File: config.mk
export PLATFORM = sky130hd
export DESIGN_NAME = ps2_kbd_tx
export DESIGN_NICKNAME = d
export VERILOG_FILES = /design/src/rtl/ps2_kbd_tx.sv
export SDC_FILE = /design/constraint.sdc
export NUM_CORES = 1
export LEC_CHECK = 0
export CORE_MARGIN = 10
export CORE_UTILIZATION = 30
export CTS_CLUSTER_SIZE = 12
export DETAILED_ROUTE_END_ITERATION = 10
export PLACE_DENSITY = 0.46
export RECOVER_POWER = 25
export SLEW_MARGIN = 10
export SYNTH_ARGS = -nofsm -noshare
export SYNTH_HDL_FRONTEND = slang
export SYNTH_SLANG_ARGS = --single-unit
File: constraint.sdc
create_clock -name clk -period 2.16 [get_ports clk]
set_input_delay 0.216 -clock clk [delete_from_list [all_inputs] [get_ports clk]]
set_output_delay 0.216 -clock clk [all_outputs]
set_load 0.01 [all_outputs]
File: src/rtl/ps2_kbd_tx.sv
// rtl/ps2_kbd_tx.sv - device-side PS/2 keyboard transmitter; PS2_TX_FIFO_EN adds a 4-entry byte FIFO
module ps2_kbd_tx #(
  parameter int FREQ_HZ    = 1000000,
  parameter int PS2_CLK_HZ = 12500,
  parameter int HOLDOFF_US = 50
) (
  input  logic       clk,
  input  logic       reset_i,
  input  logic [7:0] code_i,
  input  logic       strobe_i,
  output logic       ready_o,
  output logic       busy_o,
  output logic       abort_o,
  input  logic       ps2_clk_i,
  input  logic       ps2_data_i,
  output logic       ps2_clk_drive_low_o,
  output logic       ps2_data_drive_low_o
);
  localparam int HALF = FREQ_HZ / (2 * PS2_CLK_HZ);
  localparam int HOLD = FREQ_HZ / 1000000 * HOLDOFF_US;
  localparam int CMAX = (2 * HALF > HOLD) ? 2 * HALF : HOLD;
  localparam int CW   = $clog2(CMAX + 1);

  localparam logic [CW-1:0] HALF_END = CW'(HALF - 1);
  localparam logic [CW-1:0] GAP_END  = CW'(2 * HALF - 1);
  localparam logic [CW-1:0] MID      = CW'(HALF / 2);
  localparam logic [CW-1:0] HOLD_CNT = CW'(HOLD);
  localparam logic [CW-1:0] CNT_MAX  = CW'(CMAX);
  localparam logic [CW-1:0] SYNC_IGN = CW'(3);

  localparam logic [2:0] S_IDLE  = 3'd0;
  localparam logic [2:0] S_SETUP = 3'd1;
  localparam logic [2:0] S_LOW   = 3'd2;
  localparam logic [2:0] S_HIGH  = 3'd3;
  localparam logic [2:0] S_GAP   = 3'd4;

  logic [2:0]    state;
  logic [CW-1:0] cnt;
  logic [CW-1:0] hold_cnt;
  logic [3:0]    bit_idx;
  logic [10:0]   tx_shift;
  logic          data_low;
  logic          clk_low;
  logic          clk_s1, clk_s2;
  logic          data_s1, data_s2;
  logic          unused_data;
  logic          accept, hold_ok, have_byte, phase_end, inhibit, done;
  logic [7:0]    src_byte;

  assign unused_data          = data_s2;
  assign ps2_clk_drive_low_o  = clk_low;
  assign ps2_data_drive_low_o = data_low;
  assign accept               = strobe_i && ready_o;
  assign hold_ok              = clk_s2 && (hold_cnt == HOLD_CNT);
  assign done                 = (state == S_GAP) && phase_end;
  assign inhibit              = (state == S_HIGH) && (cnt >= SYNC_IGN) && !clk_s2 && (bit_idx <= 4'd9);

  // end-of-phase detection for the timed states
  always_comb begin
    phase_end = 1'b0;
    case (state)
      S_SETUP, S_LOW, S_HIGH: phase_end = (cnt == HALF_END);
      S_GAP:                  phase_end = (cnt == GAP_END);
      default:                phase_end = 1'b0;
    endcase
  end

  // two-flop synchronizers for the sensed lines; idle lines read high
  always_ff @(posedge clk or negedge reset_i) begin
    if (!reset_i) begin
      clk_s1  <= 1'b1;
      clk_s2  <= 1'b1;
      data_s1 <= 1'b1;
      data_s2 <= 1'b1;
    end else begin
      clk_s1  <= ps2_clk_i;
      clk_s2  <= clk_s1;
      data_s1 <= ps2_data_i;
      data_s2 <= data_s1;
    end
  end

  // counts consecutive idle cycles with the clock line high, saturating at HOLD
  always_ff @(posedge clk or negedge reset_i) begin
    if (!reset_i) begin
      hold_cnt <= '0;
    end else if (state != S_IDLE || !clk_s2) begin
      hold_cnt <= '0;
    end else if (hold_cnt != HOLD_CNT) begin
      hold_cnt <= hold_cnt + 1'b1;
    end
  end

  // frame sequencer: setup, 11 low/high clock pulses, trailing gap, abort on host inhibit
  always_ff @(posedge clk or negedge reset_i) begin
    if (!reset_i) begin
      state    <= S_IDLE;
      cnt      <= '0;
      bit_idx  <= '0;
      tx_shift <= '0;
      data_low <= 1'b0;
      clk_low  <= 1'b0;
      abort_o  <= 1'b0;
    end else begin
      abort_o <= 1'b0;
      if (cnt != CNT_MAX) cnt <= cnt + 1'b1;
      case (state)
        S_IDLE: begin
          if (have_byte && hold_ok) begin
            state    <= S_SETUP;
            cnt      <= '0;
            bit_idx  <= '0;
            tx_shift <= {1'b1, ~^src_byte, src_byte, 1'b0};
            data_low <= 1'b1;
          end
        end
        S_SETUP: begin
          if (phase_end) begin
            state   <= S_LOW;
            cnt     <= '0;
            clk_low <= 1'b1;
          end
        end
        S_LOW: begin
          if (phase_end) begin
            state   <= S_HIGH;
            cnt     <= '0;
            clk_low <= 1'b0;
          end
        end
        S_HIGH: begin
          if (inhibit) begin
            state    <= S_IDLE;
            cnt      <= '0;
            data_low <= 1'b0;
            abort_o  <= 1'b1;
          end else begin
            if (cnt == MID) begin
              tx_shift <= tx_shift >> 1;
              data_low <= (bit_idx == 4'd10) ? 1'b0 : ~tx_shift[1];
            end
            if (phase_end) begin
              cnt <= '0;
              if (bit_idx < 4'd10) begin
                bit_idx <= bit_idx + 4'd1;
                state   <= S_LOW;
                clk_low <= 1'b1;
              end else begin
                state <= S_GAP;
              end
            end
          end
        end
        S_GAP: begin
          if (phase_end) begin
            state <= S_IDLE;
            cnt   <= '0;
          end
        end
        default: begin
          state    <= S_IDLE;
          data_low <= 1'b0;
          clk_low  <= 1'b0;
        end
      endcase
    end
  end

`ifdef PS2_TX_FIFO_EN
  logic [7:0] fifo_mem [4];
  logic [1:0] wr_ptr, rd_ptr;
  logic [2:0] fifo_cnt;

  assign ready_o   = reset_i && (fifo_cnt != 3'd4);
  assign busy_o    = (fifo_cnt != 3'd0) || (state != S_IDLE);
  assign have_byte = (fifo_cnt != 3'd0) || accept;
  assign src_byte  = (fifo_cnt != 3'd0) ? fifo_mem[rd_ptr] : code_i;

  // head entry stays until its frame completes, so an aborted byte is resent first
  always_ff @(posedge clk or negedge reset_i) begin
    if (!reset_i) begin
      wr_ptr   <= '0;
      rd_ptr   <= '0;
      fifo_cnt <= '0;
      for (int i = 0; i < 4; i++) fifo_mem[i] <= '0;
    end else begin
      if (accept) begin
        fifo_mem[wr_ptr] <= code_i;
        wr_ptr           <= wr_ptr + 2'd1;
      end
      if (done) rd_ptr <= rd_ptr + 2'd1;
      fifo_cnt <= fifo_cnt + {2'b00, accept} - {2'b00, done};
    end
  end
`else
  logic       pending;
  logic [7:0] hold_byte;

  assign ready_o   = reset_i && (state == S_IDLE) && !pending;
  assign busy_o    = pending || (state != S_IDLE);
  assign have_byte = pending || accept;
  assign src_byte  = pending ? hold_byte : code_i;

  // single holding register; stays pending through aborts until the frame completes
  always_ff @(posedge clk or negedge reset_i) begin
    if (!reset_i) begin
      pending   <= 1'b0;
      hold_byte <= '0;
    end else if (accept) begin
      pending   <= 1'b1;
      hold_byte <= code_i;
    end else if (done) begin
      pending <= 1'b0;
    end
  end
`endif

endmodule

* Word-level counts from Yosys, hierarchy flattened
Cells that the tools add are included. Widths: inputs -> output; s select.
Word-level totals: bits in registers 46, word-level logic and storage cells 111, input bits 13, output and inout bits 5
Operators by class: eq/ne operators 21, mux-type cells 41, bitwise operators 3, reduce and logical (&&, ||, !) cells 28, add/subtract/negate cells 3, $lt $le $gt $ge 3
Operators with widths (count):
- $mux 7 | 6
- $mux 11 | 3
- $pmux 11 s2 | 1
- $mux 3 | 7
- $pmux 7 s3 | 1
- $mux 4 | 4
- $pmux 3 s5 | 1
- $add 7x1->7 const B | 2
- $eq 7x6->1 const B | 2
- $mux 1 | 13
- $ne 2x2->1 const B | 6
- $reduce_and 5->1 | 2
- $logic_and 1x1->1 | 9
- $mux 8 | 1
- $pmux 4 s2 | 1
- $reduce_xnor 8->1 | 1
- $eq 7x5->1 const B | 1
- $eq 7x7->1 const B | 1
- $ge 7x2->1 const B | 1
- $ne 7x6->1 const B | 1
- $ne 7x7->1 const B | 1
- $eq 3x2->1 const B | 2
- $reduce_and 6->1 | 1
- $reduce_bool 2->1 | 3
- other kinds (21) | 28

* Depth between registers and ports, before layout
depth in word-level cells 8, gate-level depth with buffers 9, mapped depth without buffers 8

* Worst setup path before layout
No wires, ideal clock.
path kind reg2reg, start reg cnt[0], end reg tx_shift[10], path slack 0.111 ns, required time 2.035 ns, setup time 0.125 ns, arrival 1.924 ns, stages on the path, launching flop included 7, period minus slack after synthesis 2.049 ns, buffers on the path 0, path through dfrtp_1 > ha_1 > nor4_4 > o211ai_2 > and3_4 > nor3_4 > mux2_2
On the way: cells in the longest elaborated chain, start to end 6, elaborated cells on any way between the ends 8, those cells by class 1 x order compare; 3 x eq/ne; 4 x reduce/logical
Ends and longest elaborated chain:
- start: declaration | RTL line 38 | logic [CW-1:0] cnt;
- start signal: assignment | RTL line 106 | if (cnt != CNT_MAX) cnt <= cnt + 1'b1;
- $ge 7x2->1 | RTL line 56 | assign inhibit = (state == S_HIGH) && (cnt >= SYNC_IGN) && !clk_s2 && (bit_idx <= 4'd9);
- $logic_and 1x1->1 (3 in series) | RTL line 56
- $ne 2x2->1 (no source line)
- $reduce_and 4->1 (no source line) *
- end signal: assignment | RTL line 113 | tx_shift <= {1'b1, ~^src_byte, src_byte, 1'b0};
- end signal: assignment | RTL line 139 | tx_shift <= tx_shift >> 1;
- end: declaration | RTL line 41 | logic [10:0] tx_shift;
Every way passes the cells marked *; elsewhere a longest branch is shown, timed or not. A chain may end at the register's enable or synchronous reset.

* Worst setup path in the final report
start reg cnt[1], end reg tx_shift[3]
Same word-level chain as after synthesis.

==> flow_summary_export.csv <==
group,metric,value,unit
detailed_routing,vias_per_cell,4.78,
detailed_routing,wire_per_inst,14.1,µm
setup_path,crit_chain,"inv_1, ha_1, nand2_1, nor3_2, nand3b_1, o21a_1, nor3_4, buf_12, mux2_2",
layout,syn_to_final_growth,24.3,%
floorplan,initial_core_util,30.8,%
global_route,grt_pass1_vias,1875,
sta,max_freq,489,MHz
clocking,clkTransAtPathRegs,0.09,ns
sta,relSlewSlack,13.8,%
synth,netlist_area,0.00252,mm²
setup_path,crit_type,"register to register",
sta,layout_setup_ws,0.113,ns
synth,synth-seq-cells,45,
synth,async_reset_ff_share,100,%
clocking,cts_root_buf,"clkbuf_8",
setup_path,cp-start-kind,"register",
detailed_routing,drt-initial-drc-count,53,
clocking,cts_tree,"built",
min_path,hold_class,"input port to asynchronous set/reset pin",
power,power.leakage,1.36,nW
global_route,antenna_found_initial,0,
synth,yosys_warnings,0,
floorplan,dieHeight,112,µm
clocking,cts.path.max_buffers,2,
setup_path,critPathTopFamily,"simple AND/OR/NAND/NOR gates",
sta,setup_violations,0,
setup_path,worstSetupEndpointType,"register",
sta,maxSlewViolCount,0,
sta,fin_crit_sh,94.8,%
placement,dp_hpwl,3.91,mm
placement,gp_congestion,0.789,
synth,synth-edff-count,0,
layout,drive_above_1_share,24.2,%
placement,pre_cts_slack,0.0632,ns
setup_path,worst-path-buf-inv,2,
detailed_routing,vias,1883,
layout,nNetsFinal,309,
sta,fin_worst_skew,0.00650,ns
detailed_routing,finalWirelength,5.55,mm
synth,ys_types,47,
floorplan,die_area,0.0125,mm²
sta,hold_violations,0,
detailed_routing,firstDrtPassIters,4,
power,peakVddDrop,0.246,mV
floorplan,ios,18,
global_route,overflow,0,
synth,syn_nets,266,
floorplan,rows,33,
setup_path,crit_path_max_incr_delay,0.42,ns
synth,syn_inst,245,
detailed_routing,ant_nets,0,
clocking,clock-sinks,45,
synth,avgSynthCellArea,10.3,µm²
setup_path,worstPathArrival,2.23,ns
floorplan,core,0.00818,mm²
synth,synthFlopType,"dfrtp_1",
sta,whs,0.136,ns
layout,antenna_cells,0,
global_route,grt_pass1_wl,9.40,mm
global_route,grt_usage,9.03,%
setup_path,crit_fanout,10,
layout,post-route-util,38.3,%
layout,instances_no_fill,394,
placement,dpl.cell_count,380,
job,cap_violations,0,
clocking,cts_buffers,5,
synth,seq_area_frac_synth,44.9,%
placement,port_buffers,16,
floorplan,fp.dieW,112,µm
power,p_per_area,672,mW/mm²
detailed_routing,drc,0,
global_route,grt_max_degree,25,
sta,min_period,2.05,ns
setup_path,cp_slowest_cell,"dfrtp_1",
clocking,clk_latency,0.30,ns
clocking,h-tree-depth,2,
setup_path,required,2.35,ns
outcome,status,"finished, final reports clean",
sta,tightest_slew,1.29,ns
-- layer usage --
layer / up-vias / global-route usage [%] / wire (µm)
met5: - / 0 / 0
met4: 0 / 2.83 / 73
met3: 6 / 2.15 / 212
met2: 27 / 13.7 / 2470
met1: 910 / 12.3 / 2790
li1: 940 / - / -
-- final cells by class --
type                    instances  area, µm²
flip-flops and latches         45       1130
well taps                     105        131
clock inverters                 2       13.8
clock buffers                   6       82.6
multi-input cells             180       1330
repair buffers                 45        403
inverters                      11       41.3
fillers                       841       5050
-- report_power, final --
group	internal, mW	switching, mW
Sequential	0.929	0.0485
Clock	0.260	0.304
Combinational	0.314	0.246
-- through the flow --
| stage | setup TNS (ns) | power [mW] | instance area, µm² |
|---|---|---|---|
| global placement | 0 | 1.55 | 2970 |
| detailed placement | 0 | 1.57 | 2970 |
| finish | 0 | 2.10 | 3130 |
| CTS | 0 | 2.15 | 3110 |
| global route | -0.0217 | 2.26 | 3130 |
| floorplan | 0 | 1.42 | 2520 |
-- final timing paths --
check | startpoint | endpoint | slack (ns) | cells after the start
max reg2reg | cnt[1] | tx_shift[3] | 0.11 | 9
max | cnt[1] | tx_shift[3] | 0.11 | 9
min reg2reg | clk_s1 | clk_s2 | 0.37 | 0
min in group clk | ps2_clk_i | clk_s1 | 0.33 | 1
max in group asynchronous | reset_i | hold_cnt[3] | 0.63 | 3
min | reset_i | clk_s2 | 0.14 | 2
-- cells in the final DEF, fill, tap and decap left out, drive strengths merged, types with 2 or more instances in the layout --
cell type,netlist,final
buf,6,25
xor2,10,10
xnor2,10,10
nand3b,2,2
clkdlybuf4s50,0,14
a211oi,2,2
nand3,11,11
clkinv,0,2
mux2,18,18
dfstp,2,2
and3,4,4
clkbuf,3,10
dfrtp,43,43
o21ai,23,23
a31oi,3,3
nor3,5,5
ha,8,8
nor2,19,19
a21o,3,3
o211ai,2,2
and2,4,4
nand4,2,2
nor2b,2,2
inv,11,11
nand2,23,23
a21oi,5,5
mux2i,9,9
-- timing repair --
action | CTS | global route
hold endpoints to repair | 43 | 0
setup buffers | 2 | 2
hold buffers | 2 | 0
pin swaps | 0 | 3
endpoints found under the setup margin | 2 | 23
resized for setup | 2 | 7
gates cloned | 0 | 0
-- registers in the layout (all words and copies together) (netlist names), 3 cells and up --
signal and count:
state 3, hold_cnt 7, bit_idx 4, tx_shift 10
cnt 7, hold_byte 8
-- synth_stat cells (5+ instances only) --
cell type,number,share of area (%)
buf_2,5,0.99
nand2_1,23,3.4
mux2i_1,9,3.6
xnor2_1,10,3.5
nand3_1,11,2.2
inv_1,11,1.6
nor2_1,19,2.8
a21oi_1,5,0.99
xor2_1,10,3.5
o21ai_0,22,4.4
ha_1,8,4.0
mux2_2,18,8.1
dfrtp_1,43,43
-- kinds of logic (layout without fill, tap and decap cells) --
kind of cell,Yosys count,after routing,share of synthesized area [%]
flip-flops,45,45,44.9
buffers and inverters,20,64,3.53
AO/OA/AOI/OAI,47,47,12.6
AND/OR/NAND/NOR,78,78,16.5
multiplexers,27,27,11.6
adder cells (fa/ha/maj),8,8,3.98
XOR/XNOR,20,20,6.96
No activity file was read; power rests on OpenSTA's default activity.
